<file path="config.mk">
export PLATFORM = sky130hd
export DESIGN_NAME = regfile_sb_flat
export DESIGN_NICKNAME = d
export VERILOG_FILES = /design/src/rtl/regfile_sb_pkg.sv /design/src/rtl/regfile_sb_if.sv /design/src/rtl/regfile_sb_scoreboard.sv /design/src/rtl/regfile_sb.sv /design/src/flat_wrapper.sv
export SDC_FILE = /design/constraint.sdc
export NUM_CORES = 2
export LEC_CHECK = 0
export CAP_MARGIN = 20
export CELL_PAD_IN_SITES_DETAIL_PLACEMENT = 1
export CELL_PAD_IN_SITES_GLOBAL_PLACEMENT = 2
export CORE_UTILIZATION = 40
export CTS_CLUSTER_SIZE = 28
export DETAILED_ROUTE_END_ITERATION = 10
export GPL_ROUTABILITY_DRIVEN = 0
export HOLD_SLACK_MARGIN = 0.05
export PLACE_DENSITY_LB_ADDON = 0.1
export SYNTH_ARGS = -nofsm -noshare
export SYNTH_HDL_FRONTEND = slang
export SYNTH_SLANG_ARGS = --single-unit
</file>
<file path="constraint.sdc">
create_clock -name clk -period 2.3 [get_ports clk]
set_clock_uncertainty 0.2 [all_clocks]
set_input_delay 0.345 -clock clk [delete_from_list [all_inputs] [get_ports clk]]
set_output_delay 0.345 -clock clk [all_outputs]
set_load 0.05 [all_outputs]
</file>
<file path="src/rtl/regfile_sb_pkg.sv">
`default_nettype none
// ============================================================================
//  Module      : rf_pkg
//  Description : Shared constants and types for the regfile_sb register file.
//  Revision    : 1.0 - initial release
// ============================================================================
package rf_pkg;

    localparam int XLEN_DEF  = 32;
    localparam int NREGS_DEF = 32;
    localparam int ZERO_REG  = 0;

    typedef logic [$clog2(NREGS_DEF)-1:0] reg_addr_t;
    typedef logic [XLEN_DEF-1:0]          word_t;

endpackage : rf_pkg
`default_nettype wire

</file>
<file path="src/rtl/regfile_sb_if.sv">
`default_nettype none
// ============================================================================
//  Module      : regfile_sb_if
//  Description : Read, write-back, issue and scoreboard signals between the
//                ID/WB stages (master) and the register file (slave).
//  Revision    : 1.0 - initial release
// ============================================================================
interface regfile_sb_if #(
    parameter int XLEN  = 32,
    parameter int NREGS = 32,
    parameter int NRD   = 2
);
    localparam int AW = $clog2(NREGS);

    logic [NRD*AW-1:0]   rd_addr;
    logic [NRD*XLEN-1:0] rd_data;
    logic [NRD-1:0]      rd_busy;
    logic                we;
    logic [AW-1:0]       wa;
    logic [XLEN-1:0]     din;
    logic                iss_valid;
    logic [AW-1:0]       iss_rd;
    logic [NREGS-1:0]    busy_vec;
    logic                flush;

    modport master (
        output rd_addr, we, wa, din, iss_valid, iss_rd, flush,
        input  rd_data, rd_busy, busy_vec
    );

    modport slave (
        input  rd_addr, we, wa, din, iss_valid, iss_rd, flush,
        output rd_data, rd_busy, busy_vec
    );

endinterface : regfile_sb_if
`default_nettype wire

</file>
<file path="src/rtl/regfile_sb_scoreboard.sv">
`default_nettype none
// ============================================================================
//  Module      : rf_scoreboard
//  Description : One busy bit per architectural register. Issue sets, WB
//                clears, flush clears everything; register 0 never busy.
//  Revision    : 1.0 - initial release
// ============================================================================
module rf_scoreboard
    import rf_pkg::*;
#(
    parameter  int NREGS = 32,
    localparam int AW    = $clog2(NREGS)
) (
    input  logic             clk,
    input  logic             rst_n,
    input  logic             iss_valid,
    input  logic [AW-1:0]    iss_rd,
    input  logic             we,
    input  logic [AW-1:0]    wa,
    input  logic             flush,
    output logic [NREGS-1:0] busy_vec
);

    logic [NREGS-1:0] r_busy;
    logic [NREGS-1:0] w_busy_nxt;

    // Next busy state: flush dominates, then a new producer's set overrides
    // the retiring producer's clear (set applied after clear).
    always_comb begin
        w_busy_nxt = r_busy;
        if (flush) begin
            w_busy_nxt = '0;
        end else begin
            if (we) begin
                w_busy_nxt[wa] = 1'b0;
            end
            if (iss_valid) begin
                w_busy_nxt[iss_rd] = 1'b1;
            end
        end
        w_busy_nxt[ZERO_REG] = 1'b0;
    end

    // Scoreboard state, cleared asynchronously on reset.
    always_ff @(posedge clk or negedge rst_n) begin
        if (!rst_n) begin
            r_busy <= '0;
        end else begin
            r_busy <= w_busy_nxt;
        end
    end

    assign busy_vec = r_busy;

endmodule : rf_scoreboard
`default_nettype wire

</file>
<file path="src/rtl/regfile_sb.sv">
`default_nettype none
// ============================================================================
//  Module      : regfile_sb
//  Description : Parametrised register file with NRD combinational read
//                ports, one write port, optional write-to-read bypass and a
//                per-register busy scoreboard. Register 0 reads as zero.
//  Revision    : 1.0 - initial release
// ============================================================================
module regfile_sb
    import rf_pkg::*;
#(
    parameter  int XLEN   = XLEN_DEF,
    parameter  int NREGS  = NREGS_DEF,
    parameter  int NRD    = 2,
    parameter  int BYPASS = 1,
    localparam int AW     = $clog2(NREGS)
) (
    input  logic         clk,
    input  logic         rst_n,
    regfile_sb_if.slave  bus
);

    localparam logic [AW-1:0] c_ZERO_ADDR = AW'(ZERO_REG);

    logic [XLEN-1:0]  r_regs [NREGS];
    logic [NREGS-1:0] w_busy;

    // Architectural storage; entry 0 is never written so it stays zero.
    always_ff @(posedge clk or negedge rst_n) begin
        if (!rst_n) begin
            for (int i = 0; i < NREGS; i++) begin
                r_regs[i] <= '0;
            end
        end else if (bus.we && (bus.wa != c_ZERO_ADDR)) begin
            r_regs[bus.wa] <= bus.din;
        end
    end

    rf_scoreboard #(
        .NREGS (NREGS)
    ) u_scoreboard (
        .clk       (clk),
        .rst_n     (rst_n),
        .iss_valid (bus.iss_valid),
        .iss_rd    (bus.iss_rd),
        .we        (bus.we),
        .wa        (bus.wa),
        .flush     (bus.flush),
        .busy_vec  (w_busy)
    );

    assign bus.busy_vec = w_busy;

    // Read ports: a forwarded write also hides the busy bit, since the
    // consumer already receives the producer's value.
    generate
        for (genvar k = 0; k < NRD; k++) begin : g_rd
            logic [AW-1:0] w_addr;
            logic          w_zero;
            logic          w_hit;

            assign w_addr = bus.rd_addr[k*AW +: AW];
            assign w_zero = (w_addr == c_ZERO_ADDR);
            assign w_hit  = (BYPASS != 0) && bus.we && (bus.wa == w_addr) && !w_zero;

            assign bus.rd_data[k*XLEN +: XLEN] = w_zero ? '0 :
                                                 w_hit  ? bus.din : r_regs[w_addr];
            assign bus.rd_busy[k] = w_hit ? 1'b0 : w_busy[w_addr];
        end
    endgenerate

endmodule : regfile_sb
`default_nettype wire

</file>
<file path="src/flat_wrapper.sv">
// flat-port wrapper written by rule: the top's interface ports become plain ports
module regfile_sb_flat import rf_pkg::*;
#(
    parameter  int XLEN   = XLEN_DEF,
    parameter  int NREGS  = NREGS_DEF,
    parameter  int NRD    = 2,
    parameter  int BYPASS = 1,
    localparam int AW     = $clog2(NREGS)
)
  (clk, rst_n, bus_rd_addr, bus_we, bus_wa, bus_din, bus_iss_valid, bus_iss_rd, bus_flush, bus_rd_data, bus_rd_busy, bus_busy_vec);
  regfile_sb_if #(.XLEN(XLEN), .NREGS(NREGS), .NRD(NRD)) bus_i ();
  input  logic clk;
  input  logic rst_n;
  input wire logic [$bits(bus_i.rd_addr)-1:0] bus_rd_addr;
  input wire logic [$bits(bus_i.we)-1:0] bus_we;
  input wire logic [$bits(bus_i.wa)-1:0] bus_wa;
  input wire logic [$bits(bus_i.din)-1:0] bus_din;
  input wire logic [$bits(bus_i.iss_valid)-1:0] bus_iss_valid;
  input wire logic [$bits(bus_i.iss_rd)-1:0] bus_iss_rd;
  input wire logic [$bits(bus_i.flush)-1:0] bus_flush;
  output wire logic [$bits(bus_i.rd_data)-1:0] bus_rd_data;
  output wire logic [$bits(bus_i.rd_busy)-1:0] bus_rd_busy;
  output wire logic [$bits(bus_i.busy_vec)-1:0] bus_busy_vec;
  assign bus_i.rd_addr = bus_rd_addr;
  assign bus_i.we = bus_we;
  assign bus_i.wa = bus_wa;
  assign bus_i.din = bus_din;
  assign bus_i.iss_valid = bus_iss_valid;
  assign bus_i.iss_rd = bus_iss_rd;
  assign bus_i.flush = bus_flush;
  assign bus_rd_data = bus_i.rd_data;
  assign bus_rd_busy = bus_i.rd_busy;
  assign bus_busy_vec = bus_i.busy_vec;
  regfile_sb #(.XLEN(XLEN), .NREGS(NREGS), .NRD(NRD), .BYPASS(BYPASS)) u_core (.clk(clk), .rst_n(rst_n), .bus(bus_i));
endmodule
</file>
==> results_dict.tcl <==
set metrics [dict create \
    run_status "finished, violations left" \
    violations "setup timing" \
    synth_edf_count 0 \
    synth_compound_area_frac 0.0731 \
    place_hpwl_um 159000 \
    synth.most_common_cell "dfrtp_1" \
    path_buf_inv 3 \
    arrival_ns 2.75 \
    synth_top_family_by_area "multiplexers" \
    detailedPlace.worstSlack_ns -0.971 \
    cpMaxStageDelayCell "mux4_2" \
    syn-instance-count 4362 \
    start_kind "flop" \
    syn_area_um2 57200 \
    nNetsFinal 5128 \
    cts_tree "built" \
    path_max_fanout 2 \
    grt_max_degree 77 \
    dpl-instance-area_um2 69500 \
    worst_pin_slew_ns 0.902 \
    fin_cells 7061 \
    ant_nets 0 \
    row_count 138 \
    critical_path.cell_chain "mux4_2 -> mux2i_1 -> buf_4 -> nand2_2 -> o2111ai_2 -> buf_4 -> a31oi_4 -> buf_12" \
    first_pass_iters 5 \
    crit_path_max_incr_delay_ns 0.53 \
    synth_nets 4419 \
    yosysSeqAreaShare 0.461 \
    fin_ws_ns -0.994 \
    wl_per_cell_um 33.4 \
    fmax_ghz 0.304 \
    path_delay_family "multiplexers" \
    dieWidth_um 380 \
    setup_violations 66 \
    cp-end-kind "output pin" \
    path_clk_slew_ns 0.06 \
    antenna_found_initial 4 \
    cts_made_buffers 130 \
    grt.total_usage 0.326 \
    drt_iter0_drc 3163 \
    core_region_area_um2 142000 \
    die_h_um 380 \
    period_share 1.43 \
    initial_core_util 0.404 \
    min_period_ns 3.29 \
    synth_cell_type_count 52 \
    grt_pass1_vias 46420 \
    cts_root_buf "clkbuf_16" \
    routed_wl_um 236000 \
    cts_sinks 1055 \
    utilization 0.534 \
    port_buffers 153 \
    drv_cap 0 \
    ir_worst_vdd_mv 0.665 \
    syn_avg_cell_area_um2 13.1 \
    fin_area_um2 75700 \
    synth_common_cells "1055 x dfrtp_1, 1020 x mux2_2, 630 x mux2i_1, 250 x a22oi_1, 236 x clkbuf_1" \
    power_mw 61.4 \
    synth-seq-cells 1055 \
    p_leak_nw 34.3 \
    tns_ns -44.02 \
    grt_pass1_wl_um 343000 \
    powerDensity_nw_per_um2 811 \
    num_vias 43154 \
    synth_mux_area_frac 0.396 \
    synthXorXnorAreaFrac 0.00153 \
    die_area_um2 145000 \
    crit_type "flop to output pin" \
    slew_headroom 0.396 \
    dp_cells 6758 \
    hp-class "input port to flop" \
    nFillCells 13703 \
    synth_top_area_frac 0.461 \
    finalHoldViolCount 0 \
    synth_area_leader_cell "dfrtp_1" \
    area_growth_pct 32.2 \
    pin_count 155 \
    synth_area_leaders "dfrtp_1 46%, mux2_2 20%, mux2i_1 11%, mux4_2 8.3%, a22oi_1 3.3%" \
    yosys.area_share.simple 0.0297 \
    crit_required_ns 1.75 \
    synth_ff_type "dfrtp_1" \
    overflow 0 \
    clk_path_buf_depth 3 \
    post_synth_fa_ha_maj_area_fraction 0 \
    drive_above_1_share 0.521 \
    viasPerCell 6.11 \
    fin_hold_ws_ns 0.176 \
    worstSkewPairLatency_ns 0.76 \
    cts-htree-levels 4 \
    rsz0062_at_grt "true" \
    cp_common_cell "buf_4" \
    drc_errors 0 \
    ys_warn_count 0 \
    synthArstFlopShare 1.00 \
    drv_slew 0 \
]
state kept, by name, summed over array words and instances (netlist names):
register / count
u_core.r_regs: 1024
u_core.u_scoreboard.busy_vec: 31
where the power goes:
part / switching (mW) / total [mW] / internal [mW]
combinational: 6.90 / 15.4 / 8.53
clock: 8.62 / 21.3 / 12.7
sequential: 2.60 / 24.6 / 22.0
cells in the final DEF (no fill, tap or decap), types with 82 or more instances in the layout:
cell,netlist,layout
dfrtp_1,1055,1055
mux2i_1,630,603
buf_4,42,595
nand2_1,100,82
buf_6,9,94
a22oi_1,250,228
mux4_2,212,212
mux2_2,1020,1018
clkbuf_16,0,135
buf_12,0,268
nand3_1,98,88
cell families after synthesis:
group / count (synthesis)
compound gates: 588
xor+xnor: 10
buf+inv: 485
flops: 1055
mux: 1869
other cells: 1
simple gates: 354
repair_timing:
item	CTS	global route
cloned	4	0
pin swaps	177	111
endpoints found under the hold margin	1055	0
hold buffers	2	0
setup endpoints to repair	97	66
resized for setup	307	71
buffers inserted	70	23
layout make-up:
| class | count | area, um2 | area share |
|---|---|---|---|
| multi-input combinational | 2822 | 30400 | 0.401 |
| antenna | 2 | 5.00 | 0.0000661 |
| inverter | 1 | 3.75 | 0.0000496 |
| clock inverter | 38 | 455 | 0.00602 |
| sequential | 1055 | 26400 | 0.349 |
| clock buffer | 192 | 3960 | 0.0524 |
| tap | 1890 | 2360 | 0.0312 |
| timing repair buffer | 1061 | 12100 | 0.160 |
path summary, 6_finish.rpt:
check | start | endpoint | cells after the start | slack, ns
max | u_core.r_regs[155] | bus_rd_data[27] | 8 | -0.99
min reg2reg | u_core.r_regs[1010] | u_core.r_regs[1010] | 0 | 0.20
max in group asynchronous | rst_n | u_core.r_regs[308] | 3 | 0.65
min | bus_din[14] | u_core.r_regs[334] | 3 | 0.18
min in group asynchronous | rst_n | u_core.r_regs[948] | 3 | 0.34
max reg2reg | u_core.r_regs[170] | u_core.r_regs[170] | 3 | 1.07
worst min-delay path, cell delays in order:
cell             delay, ns
clkdlybuf4s50_1       0.51
buf_12                0.12
mux2_2                0.13
layer usage:
| layer | wire [um] | track usage | part of all wire | up-vias |
|---|---|---|---|---|
| li1 | - | - | - | 18045 |
| met1 | 103000 | 0.446 | 0.44 | 23498 |
| met2 | 111000 | 0.522 | 0.47 | 1204 |
| met3 | 11400 | 0.0477 | 0.048 | 401 |
| met4 | 10100 | 0.127 | 0.043 | 6 |
| met5 | 39 | 0 | 0.00017 | - |
Power figures use the tool's default switching activity.
